## src/rtl/intrusion_delay_controller.sv

```systemverilog
// Intrusion alarm sequencer: synchronized inputs, beam debounce,
// exit/entry/alarm countdowns and registered display/status outputs.
module intrusion_delay_controller #(
    parameter int unsigned DEBOUNCE_CYCLES = 16,
    parameter int unsigned EXIT_DELAY      = 1000,
    parameter int unsigned ENTRY_DELAY     = 500,
    parameter int unsigned ALARM_TIMEOUT   = 5000
) (
    input  logic        clk,
    input  logic        rst_n,
    input  logic        ir_beam,
    input  logic        arm_sw,
    input  logic        disarm_sw,
    output logic        alarm_active,
    output logic        system_armed,
    output logic        disarmed_state,
    output logic [1:0]  display_code,
    output logic [15:0] delay_remaining
);

    typedef enum logic [2:0] {
        S_DISARMED,
        S_EXIT,
        S_ARMED,
        S_ENTRY,
        S_ALARM
    } state_t;

    localparam logic [15:0] L_DEB      = 16'(DEBOUNCE_CYCLES);
    localparam logic [15:0] L_EXIT_M1  = 16'(EXIT_DELAY - 1);
    localparam logic [15:0] L_ENTRY_M1 = 16'(ENTRY_DELAY - 1);
    localparam logic [15:0] L_ALARM_M1 = 16'(ALARM_TIMEOUT - 1);

    logic        r_run;
    logic        r_beam_s1, r_beam_s2;
    logic        r_arm_s1, r_arm_s2, r_arm_prev;
    logic        r_dis_s1, r_dis_s2, r_dis_prev;
    logic [15:0] r_deb;
    logic [15:0] r_cnt;
    state_t      r_state;

    logic        w_arm_evt;
    logic        w_dis_evt;
    logic        w_beam_broken;
    logic        w_deb_clr;
    state_t      w_next;
    logic [15:0] w_next_cnt;

    // Reset asserts asynchronously but releases on a clock edge.
    always_ff @(posedge clk or negedge rst_n) begin
        if (!rst_n) begin
            r_run <= 1'b0;
        end else begin
            r_run <= 1'b1;
        end
    end

    always_ff @(posedge clk or negedge rst_n) begin
        if (!rst_n) begin
            r_beam_s1  <= 1'b0;
            r_beam_s2  <= 1'b0;
            r_arm_s1   <= 1'b0;
            r_arm_s2   <= 1'b0;
            r_arm_prev <= 1'b0;
            r_dis_s1   <= 1'b0;
            r_dis_s2   <= 1'b0;
            r_dis_prev <= 1'b0;
        end else if (!r_run) begin
            r_beam_s1  <= 1'b0;
            r_beam_s2  <= 1'b0;
            r_arm_s1   <= 1'b0;
            r_arm_s2   <= 1'b0;
            r_arm_prev <= 1'b0;
            r_dis_s1   <= 1'b0;
            r_dis_s2   <= 1'b0;
            r_dis_prev <= 1'b0;
        end else begin
            r_beam_s1  <= ir_beam;
            r_beam_s2  <= r_beam_s1;
            r_arm_s1   <= arm_sw;
            r_arm_s2   <= r_arm_s1;
            r_arm_prev <= r_arm_s2;
            r_dis_s1   <= disarm_sw;
            r_dis_s2   <= r_dis_s1;
            r_dis_prev <= r_dis_s2;
        end
    end

    assign w_arm_evt     = r_arm_s2 & ~r_arm_prev;
    assign w_dis_evt     = r_dis_s2 & ~r_dis_prev;
    assign w_beam_broken = (r_deb == L_DEB);
    assign w_deb_clr     = (r_state == S_ALARM) && (w_next == S_ARMED);

    always_ff @(posedge clk or negedge rst_n) begin
        if (!rst_n) begin
            r_deb <= 16'd0;
        end else if (!r_run || w_deb_clr || r_beam_s2) begin
            r_deb <= 16'd0;
        end else if (r_deb != L_DEB) begin
            r_deb <= r_deb + 16'd1;
        end
    end

    always_comb begin
        w_next     = r_state;
        w_next_cnt = r_cnt;
        if (w_dis_evt) begin
            w_next     = S_DISARMED;
            w_next_cnt = 16'd0;
        end else begin
            unique case (r_state)
                S_DISARMED: begin
                    if (w_arm_evt) begin
                        w_next     = S_EXIT;
                        w_next_cnt = L_EXIT_M1;
                    end
                end
                S_EXIT: begin
                    if (r_cnt == 16'd0) begin
                        w_next     = S_ARMED;
                        w_next_cnt = 16'd0;
                    end else begin
                        w_next_cnt = r_cnt - 16'd1;
                    end
                end
                S_ARMED: begin
                    if (w_beam_broken) begin
                        w_next     = S_ENTRY;
                        w_next_cnt = L_ENTRY_M1;
                    end
                end
                S_ENTRY: begin
                    if (r_cnt == 16'd0) begin
                        w_next     = S_ALARM;
                        w_next_cnt = L_ALARM_M1;
                    end else begin
                        w_next_cnt = r_cnt - 16'd1;
                    end
                end
                S_ALARM: begin
                    if (r_cnt == 16'd0) begin
                        w_next     = S_ARMED;
                        w_next_cnt = 16'd0;
                    end else begin
                        w_next_cnt = r_cnt - 16'd1;
                    end
                end
                default: begin
                    w_next     = S_DISARMED;
                    w_next_cnt = 16'd0;
                end
            endcase
        end
    end

    // Outputs decode w_next so they move on the same edge as r_state.
    always_ff @(posedge clk or negedge rst_n) begin
        if (!rst_n) begin
            r_state        <= S_DISARMED;
            r_cnt          <= 16'd0;
            alarm_active   <= 1'b0;
            system_armed   <= 1'b0;
            disarmed_state <= 1'b1;
            display_code   <= 2'b00;
        end else if (!r_run) begin
            r_state        <= S_DISARMED;
            r_cnt          <= 16'd0;
            alarm_active   <= 1'b0;
            system_armed   <= 1'b0;
            disarmed_state <= 1'b1;
            display_code   <= 2'b00;
        end else begin
            r_state        <= w_next;
            r_cnt          <= w_next_cnt;
            alarm_active   <= (w_next == S_ALARM);
            system_armed   <= (w_next == S_ARMED) ||
                              (w_next == S_ENTRY) ||
                              (w_next == S_ALARM);
            disarmed_state <= (w_next == S_DISARMED);
            unique case (w_next)
                S_EXIT, S_ENTRY: display_code <= 2'b01;
                S_ARMED:         display_code <= 2'b10;
                S_ALARM:         display_code <= 2'b11;
                default:         display_code <= 2'b00;
            endcase
        end
    end

    assign delay_remaining = r_cnt;

endmodule

```

## config.mk

```make
export PLATFORM = sky130hd
export DESIGN_NAME = intrusion_delay_controller
export DESIGN_NICKNAME = d
export VERILOG_FILES = /design/src/rtl/intrusion_delay_controller.sv
export SDC_FILE = /design/constraint.sdc
export NUM_CORES = 1
export LEC_CHECK = 0
export CAP_MARGIN = 20
export CORE_MARGIN = 5
export CORE_UTILIZATION = 40
export DETAILED_ROUTE_END_ITERATION = 12
export GPL_TIMING_DRIVEN = 0
export PLACE_DENSITY = 0.61
export SKIP_LAST_GASP = 1
export SYNTH_ARGS = -nofsm -noshare
export SYNTH_HDL_FRONTEND = slang
export SYNTH_SLANG_ARGS = --single-unit
```

## constraint.sdc

```tcl
create_clock -name clk -period 2 [get_ports clk]
set_clock_uncertainty 0.15 [all_clocks]
set_input_delay 0.2 -clock clk [delete_from_list [all_inputs] [get_ports clk]]
set_output_delay 0.2 -clock clk [all_outputs]
set_load 0.1 [all_outputs]
```

==> summary.md <==
| Metric | Value |
|---|---|
| # placed instances | `368` |
| Cell Pwr Density | `934 nW/um^2` |
| Port buffer count | `25` |
| H-tree Lvls | `2` |
| HP Class | `input pin to asynchronous set/reset pin` |
| Crit start category | `flip-flop` |
| Share of the synthesized area in the top cell type | `46.3%` |
| Data arrival, critical path | `2.35 ns` |
| Peak Freq | `434 MHz` |
| Critical path cell sequence | `buf_4 > nor4b_4 > buf_4 > nand4_4 > o21ai_4 > a211oi_1 > or3_1` |
| Setup TNS | `-8.00 ns` |
| Most frequent cells in the layout | `dfrtp_1, buf_4, nor2_1, dlygate4sd2_1` |
| Cells after synthesis | `265` |
| # DRC | `0` |
| Max cap viols | `0` |
| Synth Flop Type | `dfrtp_1` |
| Final hold violation count | `0` |
| Clk buf depth | `2` |
| CTS tree | `done` |
| First-pass GRT wire length | `11200 um` |
| Residual antenna-violating net count after detailed routing | `0` |
| Status | `finished with violations` |
| CP Class | `flip-flop to flip-flop` |
| Gr usage total | `16.5%` |
| Die Ht | `90.5 um` |
| Root Driver | `clkbuf_8` |
| FF-to-FF End | `delay_remaining[8]` |
| Max IR drop VDD | `0.629 mV` |
| Initial core utilization | `41.1%` |
| Max-slew violation count | `0` |
| Syn avg cell area | `9.79 sq um` |
| Cell Rows | `29` |
| Worst Path Required | `2.04 ns` |
| Clk pin slew, worst setup/hold paths | `0.10 ns` |
| Reg-to-reg slack, setup | `-0.30 ns` |
| Cts bufs inserted | `5` |
| Hold WS | `0.204 ns` |
| Sequential area share after synthesis | `47.3%` |
| Post-DP HPWL | `4140 um` |
| Final Cycle Share | `115%` |
| Commonest non-fill, non-tap cell in the layout | `dfrtp_1` |
| Minimum clock period | `2.30 ns` |
| Overflow after GRT | `0` |
| Placer Congestion | `0.841` |
| Synth cell types | `55` |
| PnR worst setup slack | `-0.304 ns` |
| Core box area | `6310 sq um` |
| Total iterations of the first detailed-routing run | `4` |
| Nets | `346` |
| Unrepaired setup endpoints after global routing | `true` |
| Worst Tran Pin Value | `0.963 ns` |
| Clock Sink Count | `49` |
| Die area | `8190 sq um` |
| Yosys warns | `0` |
| Chip width | `90.5 um` |
| Fillers | `531` |
| Initial drt markers | `125` |
| Instance area after placement | `3060 sq um` |
| Pre-CTS WS | `-0.531 ns` |
| FFs w/ async S/R, synth | `100%` |
| Final WL | `6760 um` |
| Non-Filler Instances | `416` |
| Failing checks | `setup timing` |
| Syn Nets | `273` |
| Critical Path Fanout Max | `6` |
| Area Growth Syn to Fin | `48.3%` |
| Antenna cells | `0` |
| Top post-synthesis cells by area | `dfrtp_1, nor2_1, xnor2_1` |
| Vias in the first global route | `2296` |
| Reg-to-reg startpoint | `delay_remaining[2]` |
| Routed length per instance | `16.3 um` |
| Vias | `2343` |
| Crit path capture type | `flip-flop` |
| DR vias/cell | `5.63` |
| CP Launch Point | `delay_remaining[2]` |
| CP max stage delay | `0.50 ns` |
| Crit-path slowest cell | `dfrtp_4` |
| FF-to-FF path depth | `7` |
| CP most frequent cell | `buf_4` |
| Initial antenna violation count | `0` |
| Fin area | `3850 sq um` |
| Final setup viols | `38` |
| I/O pins | `26` |
| Synth area leader | `dfrtp_1` |
| Layout cells sized above 1 | `42.2%` |
| Largest net degree at the start of global routing | `34` |
| #FFs+latches synth | `49` |
| Clock Latency Late Sink | `0.31 ns` |
| Synthesized area | `2590 sq um` |
| Number of synthesized flops with an enable pin | `0` |
| Slew HR | `36.1%` |
| Worst Setup EP | `delay_remaining[8]` |
| Leak pwr | `0.00161 uW` |
[cells by family (layout without fill, tap and decap cells)]
kind of cell / Yosys count / in the layout / synth area share (%)
compound gates: 57 / 57 / 15.1
xor+xnor: 16 / 16 / 5.40
fa+ha+maj: 3 / 3 / 1.45
buf+inv: 20 / 94 / 3.09
flops: 49 / 49 / 47.3
other cells: 1 / 1 / 0.145
simple gates: 119 / 119 / 27.4
[repair_timing]
| item | in CTS | in global routing |
|---|---|---|
| pin swaps | 32 | 18 |
| cloned | 1 | 0 |
| endpoints found under the setup margin | 60 | 42 |
| hold buffers | 1 | 0 |
| setup buffers | 30 | 9 |
| resized for setup | 85 | 37 |
| hold endpoints to repair | 15 | 0 |
[cells in the mapped netlist (5+ instances only)]
library cell,number
xnor2_1,8
dfrtp_1,48
nand2b_1,6
or3_1,10
nor2_1,29
nand2_1,13
and4_1,5
o21ai_0,12
and2_1,9
inv_1,10
clkbuf_1,6
nand3_1,13
xor2_1,8
a21oi_1,11
[metal layers]
metal  up-vias  track usage, %  part of all wire [%]
met5         -               0                     0
met4         0            6.33                   2.2
met3        13            3.42                   4.0
met2        50            27.1                    50
met1      1164            21.2                    43
li1       1116               -                     -
[worst max-delay path, delay by kind of cell (launching register included)]
kind | cells | cell delay (ns)
buffers and inverters | 2 | 0.36
and+or+nand+nor | 3 | 0.78
DFF | 1 | 0.50
AOI/OAI and AO/OA | 2 | 0.40
[how the worst min path moves through the flow]
stage                   end     start
5_1_grt          r_state[1]     rst_n
3_5_place_dp   alarm_active     rst_n
4_1_cts        alarm_active     rst_n
3_3_place_gp       r_dis_s2  r_dis_s1
2_1_floorplan  alarm_active     rst_n
6_report       alarm_active     rst_n
[metrics by stage]
stage / power (uW) / util (%)
after CTS: 3380 / 57.6
final: 3600 / 60.9
after global placement: 2320 / 48.3
after global routing: 3780 / 60.9
after floorplan: 2050 / -
after detailed placement: 2320 / 48.5
[where the power goes]
part / internal [uW] / switching (uW)
registers: 1070 / 104
logic: 711 / 993
clock network: 376 / 345
total: 2150 / 1440
[registers in the layout (all words and copies together), names as in the netlist, 2 cells and up]
signal	count
r_state	3
r_deb	16
display_code	2
delay_remaining	16
[area by class of cell]
| type | instances | area [sq um] | area share (%) |
|---|---|---|---|
| clock buffers | 6 | 72.6 | 1.89 |
| inverters | 10 | 37.5 | 0.976 |
| multi-input cells | 196 | 1680 | 43.5 |
| flip-flops and latches | 49 | 1250 | 32.6 |
| well taps | 77 | 96.3 | 2.50 |
| repair buffers | 67 | 589 | 15.3 |
| plain buffers | 9 | 82.6 | 2.15 |
| clock inverters | 2 | 38.8 | 1.01 |
Note: power is estimated with default switching activity, not from simulation.
